===== src/rtl/seq_restoring_divider_if.sv =====
// Start/busy/done handshake and operand/result bus between an issuing
// controller and the sequential restoring divider.
interface seq_restoring_divider_if #(
    parameter int unsigned WIDTH = 32
);
    logic             start;
    logic             signed_op;
    logic [WIDTH-1:0] dividend;
    logic [WIDTH-1:0] divisor;
    logic             busy;
    logic             done;
    logic [WIDTH-1:0] quotient;
    logic [WIDTH-1:0] remainder;
    logic             div_by_zero;
    logic             overflow;

    modport master (
        output start, signed_op, dividend, divisor,
        input  busy, done, quotient, remainder, div_by_zero, overflow
    );

    modport slave (
        input  start, signed_op, dividend, divisor,
        output busy, done, quotient, remainder, div_by_zero, overflow
    );
endinterface


===== src/rtl/seq_restoring_divider.sv =====
// Multi-cycle restoring divider: one quotient bit per clock through a single
// WIDTH+1-bit trial subtractor, with sign fix-up for two's-complement mode.
module seq_restoring_divider #(
    parameter int unsigned WIDTH = 32
) (
    input  logic                   clk,
    input  logic                   rst_n,
    seq_restoring_divider_if.slave bus
);
    localparam int unsigned CW = $clog2(WIDTH + 1);

    typedef enum logic [1:0] {IDLE, CALC, FIX} state_t;

    state_t           state_q, state_d;
    logic [CW-1:0]    count_q, count_d;
    logic [WIDTH-1:0] prem_q, prem_d;
    logic [WIDTH-1:0] quo_q, quo_d;
    logic [WIDTH-1:0] dvsr_q, dvsr_d;
    logic             q_neg_q, q_neg_d;
    logic             r_neg_q, r_neg_d;
    logic             zero_q, zero_d;
    logic             ovf_q, ovf_d;

    logic             busy_q, busy_d;
    logic             done_q, done_d;
    logic [WIDTH-1:0] quotient_q, quotient_d;
    logic [WIDTH-1:0] remainder_q, remainder_d;
    logic             dbz_q, dbz_d;
    logic             ovf_out_q, ovf_out_d;

    logic [WIDTH:0]   shifted;
    logic [WIDTH:0]   trial;
    logic [WIDTH-1:0] dividend_mag;
    logic [WIDTH-1:0] divisor_mag;
    logic [WIDTH-1:0] quo_fixed;
    logic [WIDTH-1:0] rem_fixed;
    logic [WIDTH-1:0] zero_rem;

    // State and datapath registers
    always_ff @(posedge clk or negedge rst_n) begin
        if (!rst_n) begin
            state_q     <= IDLE;
            count_q     <= '0;
            prem_q      <= '0;
            quo_q       <= '0;
            dvsr_q      <= '0;
            q_neg_q     <= 1'b0;
            r_neg_q     <= 1'b0;
            zero_q      <= 1'b0;
            ovf_q       <= 1'b0;
            busy_q      <= 1'b0;
            done_q      <= 1'b0;
            quotient_q  <= '0;
            remainder_q <= '0;
            dbz_q       <= 1'b0;
            ovf_out_q   <= 1'b0;
        end else begin
            state_q     <= state_d;
            count_q     <= count_d;
            prem_q      <= prem_d;
            quo_q       <= quo_d;
            dvsr_q      <= dvsr_d;
            q_neg_q     <= q_neg_d;
            r_neg_q     <= r_neg_d;
            zero_q      <= zero_d;
            ovf_q       <= ovf_d;
            busy_q      <= busy_d;
            done_q      <= done_d;
            quotient_q  <= quotient_d;
            remainder_q <= remainder_d;
            dbz_q       <= dbz_d;
            ovf_out_q   <= ovf_out_d;
        end
    end

    // Next-state, datapath and registered-output logic
    always_comb begin
        state_d     = state_q;
        count_d     = count_q;
        prem_d      = prem_q;
        quo_d       = quo_q;
        dvsr_d      = dvsr_q;
        q_neg_d     = q_neg_q;
        r_neg_d     = r_neg_q;
        zero_d      = zero_q;
        ovf_d       = ovf_q;
        busy_d      = busy_q;
        done_d      = 1'b0;
        quotient_d  = quotient_q;
        remainder_d = remainder_q;
        dbz_d       = dbz_q;
        ovf_out_d   = ovf_out_q;

        // quo_q starts as the dividend magnitude and is shifted out MSB-first
        shifted = {prem_q, quo_q[WIDTH-1]};
        trial   = shifted - {1'b0, dvsr_q};

        dividend_mag = (bus.signed_op && bus.dividend[WIDTH-1])
                       ? WIDTH'(WIDTH'(0) - bus.dividend) : bus.dividend;
        divisor_mag  = (bus.signed_op && bus.divisor[WIDTH-1])
                       ? WIDTH'(WIDTH'(0) - bus.divisor) : bus.divisor;
        quo_fixed    = q_neg_q ? WIDTH'(WIDTH'(0) - quo_q) : quo_q;
        rem_fixed    = r_neg_q ? WIDTH'(WIDTH'(0) - prem_q) : prem_q;
        // Divide-by-zero never shifts, so re-signing the magnitude restores the dividend
        zero_rem     = r_neg_q ? WIDTH'(WIDTH'(0) - quo_q) : quo_q;

        case (state_q)
            IDLE: begin
                if (bus.start) begin
                    dvsr_d  = divisor_mag;
                    quo_d   = dividend_mag;
                    prem_d  = '0;
                    count_d = CW'(WIDTH);
                    q_neg_d = bus.signed_op & (bus.dividend[WIDTH-1] ^ bus.divisor[WIDTH-1]);
                    r_neg_d = bus.signed_op & bus.dividend[WIDTH-1];
                    zero_d  = (bus.divisor == '0);
                    ovf_d   = bus.signed_op
                              && (bus.dividend == {1'b1, {(WIDTH-1){1'b0}}})
                              && (bus.divisor == '1);
                    busy_d  = 1'b1;
                    state_d = (bus.divisor == '0) ? FIX : CALC;
                end
            end
            CALC: begin
                if (!trial[WIDTH]) begin
                    prem_d = trial[WIDTH-1:0];
                    quo_d  = {quo_q[WIDTH-2:0], 1'b1};
                end else begin
                    prem_d = shifted[WIDTH-1:0];
                    quo_d  = {quo_q[WIDTH-2:0], 1'b0};
                end
                count_d = count_q - CW'(1);
                if (count_q == CW'(1)) begin
                    state_d = FIX;
                end
            end
            FIX: begin
                if (zero_q) begin
                    quotient_d  = '1;
                    remainder_d = zero_rem;
                end else begin
                    quotient_d  = quo_fixed;
                    remainder_d = rem_fixed;
                end
                dbz_d     = zero_q;
                ovf_out_d = ovf_q & ~zero_q;
                done_d    = 1'b1;
                busy_d    = 1'b0;
                state_d   = IDLE;
            end
            default: begin
                state_d = IDLE;
            end
        endcase
    end

    assign bus.busy        = busy_q;
    assign bus.done        = done_q;
    assign bus.quotient    = quotient_q;
    assign bus.remainder   = remainder_q;
    assign bus.div_by_zero = dbz_q;
    assign bus.overflow    = ovf_out_q;
endmodule

===== src/flat_wrapper.sv =====
// flat-port wrapper written by rule: the top's interface ports become plain ports
module seq_restoring_divider_flat 
#(
    parameter int unsigned WIDTH = 32
)
  (clk, rst_n, bus_start, bus_signed_op, bus_dividend, bus_divisor, bus_busy, bus_done, bus_quotient, bus_remainder, bus_div_by_zero, bus_overflow);
  seq_restoring_divider_if #(.WIDTH(WIDTH)) bus_i ();
  input  logic clk;
  input  logic rst_n;
  input wire logic [$bits(bus_i.start)-1:0] bus_start;
  input wire logic [$bits(bus_i.signed_op)-1:0] bus_signed_op;
  input wire logic [$bits(bus_i.dividend)-1:0] bus_dividend;
  input wire logic [$bits(bus_i.divisor)-1:0] bus_divisor;
  output wire logic [$bits(bus_i.busy)-1:0] bus_busy;
  output wire logic [$bits(bus_i.done)-1:0] bus_done;
  output wire logic [$bits(bus_i.quotient)-1:0] bus_quotient;
  output wire logic [$bits(bus_i.remainder)-1:0] bus_remainder;
  output wire logic [$bits(bus_i.div_by_zero)-1:0] bus_div_by_zero;
  output wire logic [$bits(bus_i.overflow)-1:0] bus_overflow;
  assign bus_i.start = bus_start;
  assign bus_i.signed_op = bus_signed_op;
  assign bus_i.dividend = bus_dividend;
  assign bus_i.divisor = bus_divisor;
  assign bus_busy = bus_i.busy;
  assign bus_done = bus_i.done;
  assign bus_quotient = bus_i.quotient;
  assign bus_remainder = bus_i.remainder;
  assign bus_div_by_zero = bus_i.div_by_zero;
  assign bus_overflow = bus_i.overflow;
  seq_restoring_divider #(.WIDTH(WIDTH)) u_core (.clk(clk), .rst_n(rst_n), .bus(bus_i));
endmodule

===== config.mk =====
export PLATFORM = sky130hd
export DESIGN_NAME = seq_restoring_divider_flat
export DESIGN_NICKNAME = d
export VERILOG_FILES = /design/src/rtl/seq_restoring_divider_if.sv /design/src/rtl/seq_restoring_divider.sv /design/src/flat_wrapper.sv
export SDC_FILE = /design/constraint.sdc
export NUM_CORES = 1
export LEC_CHECK = 0
export ABC_AREA = 1
export CAP_MARGIN = 20
export CORE_ASPECT_RATIO = 0.7
export CORE_MARGIN = 2
export CORE_UTILIZATION = 45
export DETAILED_ROUTE_END_ITERATION = 16
export PLACE_DENSITY_LB_ADDON = 0.08
export SLEW_MARGIN = 20
export SYNTH_ARGS = -nofsm -noshare
export SYNTH_HDL_FRONTEND = slang
export SYNTH_SLANG_ARGS = --single-unit

===== constraint.sdc =====
create_clock -name clk -period 2.4 [get_ports clk]
set_clock_uncertainty 0.15 [all_clocks]
set_input_delay 0.48 -clock clk [delete_from_list [all_inputs] [get_ports clk]]
set_output_delay 0.48 -clock clk [all_outputs]
set_load 0.005 [all_outputs]

=== Yosys cells after proc, flatten, opt, wreduce, memory -nomap -nowiden ===
Cells that the tools add are included.

* Output and inout port bits: 68
* Logic and storage cells: 67
* Bits in registers: 176
* Input port bits: 68

* Reductions and logical operators: 12
* Bitwise gates (word level): 5
* Add/subtract/negate cells: 6
* Multiplexer cells: 22
* Equal/unequal tests: 7

{| class="wikitable"
|+ Operators by type and width
! cell !! number
|-
| $mux 32 || 10
|-
| $pmux 32 s2 || 2
|-
| $sub 1x32->32 const A || 4
|-
| $eq 32x32->1 const B || 2
|-
| $sub 33x32->33 || 1
|-
| $logic_not 32->1 || 1
|-
| $pmux 6 s2 || 1
|-
| $reduce_and 2->1 || 4
|-
| $eq 6x1->1 const B || 1
|-
| $mux 2 || 3
|-
| $mux 6 || 1
|-
| $sub 6x1->6 const B || 1
|-
| $logic_and 1x1->1 || 4
|-
| $pmux 2 s2 || 1
|-
| $reduce_bool 2->1 || 2
|-
| $and 1x1->1 || 3
|-
| $mux 1 || 3
|-
| $eq 2x1->1 const B || 1
|-
| $eq 2x2->1 const B || 1
|-
| $logic_not 2->1 || 1
|-
| $ne 2x1->1 const B || 1
|-
| $ne 2x2->1 const B || 1
|-
| $pmux 1 s2 || 1
|-
| $not 1->1 || 1
|-
| $xor 1x1->1 || 1
|}

=== Depth between registers and ports, before layout ===
* Depth in word-level cells: 4
* Gate-level depth with buffers: 18
* Depth with buffers taken out: 17

=== Worst setup path before layout ===
No wires, ideal clock.

* Kind: register to register
* Start point: reg u_core.quo_q[31]
* End point: reg u_core.prem_q[14]
* Arrival time: 2111 ps
* Cell stages (with the launch flop): 19
* Period minus slack after synthesis: 2378 ps
* Setup slack: 22 ps
* Data required time: 2133 ps
* Buffers on the path: 1
* Library setup time: 117 ps
* Path through: dfrtp_1 -> inv_1 -> ha_1 -> fa_1 -> inv_1 -> nand2_1 -> nand2_1 -> nand3_1 -> nand2_2 -> nand2_2 -> nand2_4 -> nand2_4 -> nand2_2 -> nand2_4 -> nand2_4 -> buf_12 -> nand2_2 -> nand3_1 -> nand2_1

* Longest elaborated chain between the ends: 3

{| class="wikitable"
|+ RTL lines
! item !! RTL line !! RTL
|-
| start: declaration || seq_restoring_divider.sv:17 || <nowiki>logic [WIDTH-1:0] quo_q, quo_d;</nowiki>
|-
| start signal: assignment || seq_restoring_divider.sv:61 || <nowiki>quo_q <= quo_d;</nowiki>
|-
| $sub 33x32->33 || seq_restoring_divider.sv:96 || <nowiki>trial = shifted - {1'b0, dvsr_q};</nowiki>
|-
| $mux 32 || seq_restoring_divider.sv:125 || <nowiki>if (!trial[WIDTH]) begin</nowiki>
|-
| $pmux 32 s2 || seq_restoring_divider.sv:107 || <nowiki>case (state_q)</nowiki>
|-
| end signal: assignment || seq_restoring_divider.sv:60 || <nowiki>prem_q <= prem_d;</nowiki>
|-
| end: declaration || seq_restoring_divider.sv:16 || <nowiki>logic [WIDTH-1:0] prem_q, prem_d;</nowiki>
|}

Every way passes these cells.
A chain may end at the register's enable or synchronous reset.

=== Worst setup path in the final report ===
* Start point: reg u_core.dvsr_q[0]
* End point: reg u_core.prem_q[3]

* Longest elaborated chain between the ends: 3

{| class="wikitable"
|+ RTL lines
! item !! RTL line !! RTL
|-
| start: declaration || seq_restoring_divider.sv:18 || <nowiki>logic [WIDTH-1:0] dvsr_q, dvsr_d;</nowiki>
|-
| start signal: assignment || seq_restoring_divider.sv:62 || <nowiki>dvsr_q <= dvsr_d;</nowiki>
|-
| $sub 33x32->33 || seq_restoring_divider.sv:96 ||
|-
| $mux 32 || seq_restoring_divider.sv:125 ||
|-
| $pmux 32 s2 || seq_restoring_divider.sv:107 ||
|}

Every way passes these cells.

==> reports/results.tsv <==
metric	value	unit
cap_violations	0	
grt_max_degree	74	
syn_nets	2323	
drtIter0Drc	1943	
crit_type	reg2reg	
leakage	9.63	nW
grt_pass1_wl	83700	µm
vias	16144	
yosysWarnings	0	
syn_area	0.0140	mm²
slew_headroom	47.8	%
synthFlopType	dfrtp_1	
cts_num_sinks	176	
r2r-end	u_core.prem_q[3]	
hold_end	u_core.bus.remainder[21]	
die_x	215	µm
final_area	0.0191	mm²
routed_wl	54600	µm
r2r_start	u_core.dvsr_q[0]	
hp-class	reg2reg	
cp_data_arrival_time	2.65	ns
fp-row-count	54	
synth_edf_count	0	
clockRootBuffer	clkbuf_16	
cts_buffers	17	
nets	2689	
drtAntennaViolNets	0	
dieArea	0.0327	mm²
io_buffers	135	
grt_use_total	33.1	%
startpoint	u_core.dvsr_q[0]	
worstHoldPathCells	2	
synth_area_leader_cell	dfrtp_1	
irDropWorstVdd	0.412	mV
reg2reg_depth	17	
status	finished with violations	
synth.avg_cell_area	6.34	µm²
postSynthCellCount	2215	
rsz0062_at_grt	yes	
core_area	0.0309	mm²
timing.final.crit_share	103	%
cts_tree	yes	
clkTransAtPathRegs	0.07	ns
worst_slew_pin_slew	0.782	ns
hp-start	u_core.bus.remainder[21]	
ys_top_cells_by_area	dfrtp_1 31%, nand2_1 17%, inv_1 7.6%	
crit_path_end_kind	flip-flop	
slew_viol_final	0	
violations	setup timing	
multi_input_area	0.00876	mm²
n_fill_cell	3049	
antennaDiodeCount	0	
placed_cell_area	0.0179	mm²
place_hpwl	43700	µm
place_congestion	0.977	
drc	0	
grt_antenna_before_repair	0	
initial_core_util	45.4	%
h-tree-depth	4	
dieHeight	152	µm
firstDrtPassIters	5	
worstSetupStartpointType	flip-flop	
period_minus_slack	2.46	ns
wl_per_cell	18.1	µm
finalHoldViolCount	0	
synth_top_area_share	31.4	%
ys_seq_area_share	31.4	%
grt_pass1_vias	14681	
cts_max_path_buffers	2	
setup_violations	17	
power.density	331	mW/mm²
clk_latency	0.45	ns
cp_max_fo	4	
ys_ff_latch	176	
fmax	406	MHz
final-seq-area	0.00441	mm²
synthArstFlopShare	100	%
whs	0.336	ns
drive_gt1_share	19.5	%
tns	-0.725	ns
via_per_inst	5.36	
overflow	0	
placedCellCount	2974	
place_ws	-0.230	ns
syn2layout_area_growth	35.9	%
fin_cells	3014	
ioPinCount	136	
r2r_slack	-0.06	ns
crit_required	2.59	ns
ys_types	46	
setup_ws	-0.0623	ns
cell type report:
cell class,instances,area share (%)
Clock buffer,18,2.25
Tap cell,420,2.75
Inverter,296,5.82
Multi-Input combinational cell,1664,45.9
Sequential cell,176,23.1
Timing Repair Buffer,426,19.4
Clock inverter,14,0.812
cell families after synthesis:
logic type	Yosys count	synth area share [%]
xor+xnor	69	4.30
simple gates	1192	36.1
compound gates	363	14.3
flops	176	31.4
buf+inv	375	10.3
fa+ha+maj	40	3.62
state kept, by name, summed over array words and instances, names as in the netlist:
| signal | flops |
|---|---|
| u_core.dvsr_q | 32 |
| u_core.r_neg_q | 1 |
| u_core.bus.quotient | 32 |
| u_core.prem_q | 32 |
| u_core.zero_q | 1 |
| u_core.count_q | 6 |
| u_core.bus.div_by_zero | 1 |
| u_core.q_neg_q | 1 |
| u_core.bus.busy | 1 |
| u_core.bus.remainder | 32 |
| u_core.bus.done | 1 |
| u_core.bus.overflow | 1 |
| u_core.state_q | 2 |
| u_core.ovf_q | 1 |
| u_core.quo_q | 32 |
critical path: stages (launching register included):
cell and delay (ns):
dfrtp_1 0.41, ha_4 0.20, fa_2 0.41, inv_2 0.09, nand2_2 0.05, nand2_2 0.06, nand3_2 0.06, nand2_2 0.08
nand2_2 0.07, nand2_4 0.07, nand2_4 0.08, nand2_4 0.10, nand2_4 0.08, nand2_8 0.12, clkbuf_16 0.15, nand2_2 0.04
nand3_1 0.06, nand2_1 0.05
placed cells by master, fill, tap and decap left out, types with 3 or more instances in the layout:
cell,count
clkbuf_16,18
nor3_1,17
o21ai_0,125
nand2_2,52
o21bai_1,6
ha_1,21
nand3_1,184
a21oi_1,139
o21ai_1,11
clkinvlp_4,4
o22ai_1,9
nor2_1,213
nand2_1,607
o22a_1,3
buf_4,276
and2_1,3
xor2_1,57
nand2_4,9
inv_2,36
ha_4,16
o31ai_1,3
a21oi_2,8
nor2_2,21
nor4_1,4
nand4_1,31
nor2_4,8
nand3_2,14
dfrtp_1,174
clkdlybuf4s50_1,134
xnor2_1,12
inv_1,259
buf_12,12
nand3b_1,16
a31oi_1,14
nor3_2,6
a22oi_1,31
a21oi_4,3
Yosys cell counts, types with 11 or more instances:
cell	number
a21oi_1	147
a22oi_1	31
a31oi_1	14
buf_1	11
clkbuf_1	59
dfrtp_1	176
ha_1	39
inv_1	285
nand2_1	640
nand2_2	24
nand3_1	197
nand3b_1	16
nand4_1	31
nor2_1	235
nor3_1	21
o21ai_0	127
xnor2_1	12
xor2_1	57
worst max path at each step:
stage / to / cells past startpoint / slack (ns)
after floorplan: u_core.prem_q[14] / 18 / 0.02
after global placement: u_core.bus.remainder[24] / 11 / -0.20
after detailed placement: u_core.dvsr_q[30] / 11 / -0.23
after CTS: u_core.prem_q[3] / 18 / -0.009
after global routing: u_core.prem_q[1] / 17 / -0.17
final: u_core.prem_q[3] / 17 / -0.06
metrics by stage:
stage / total power [mW] / utilization (%)
3_3_place_gp: 3.57 / 57.7
2_1_floorplan: 3.19 / -
5_1_grt: 6.52 / 61.7
4_1_cts: 6.34 / 59.9
6_report: 6.32 / 61.7
3_5_place_dp: 3.57 / 57.7
where the power goes:
| part | internal, mW | leakage, nW | switching, mW | total [mW] |
|---|---|---|---|---|
| combinational | 0.256 | 7.16 | 0.294 | 0.550 |
| sequential | 2.96 | 2.20 | 0 | 2.96 |
| clock | 1.47 | 0.272 | 1.34 | 2.81 |
| total | 4.69 | 9.63 | 1.64 | 6.32 |
per-layer routing:
metal	track usage, %	up-vias	share of wire [%]
li1	-	7867	-
met1	53.0	7508	49
met2	44.5	728	38
met3	8.61	41	11
met4	4.96	0	0.87
met5	0	-	0
repair_timing:
action / CTS / global route
endpoints found under the hold margin: 43 / 0
setup endpoints to repair: 36 / 45
gates resized for setup: 31 / 118
hold buffers: 1 / 0
pin swaps: 2 / 23
setup buffers: 0 / 6
cloned: 0 / 1
No activity file was read; power rests on OpenSTA's default activity.
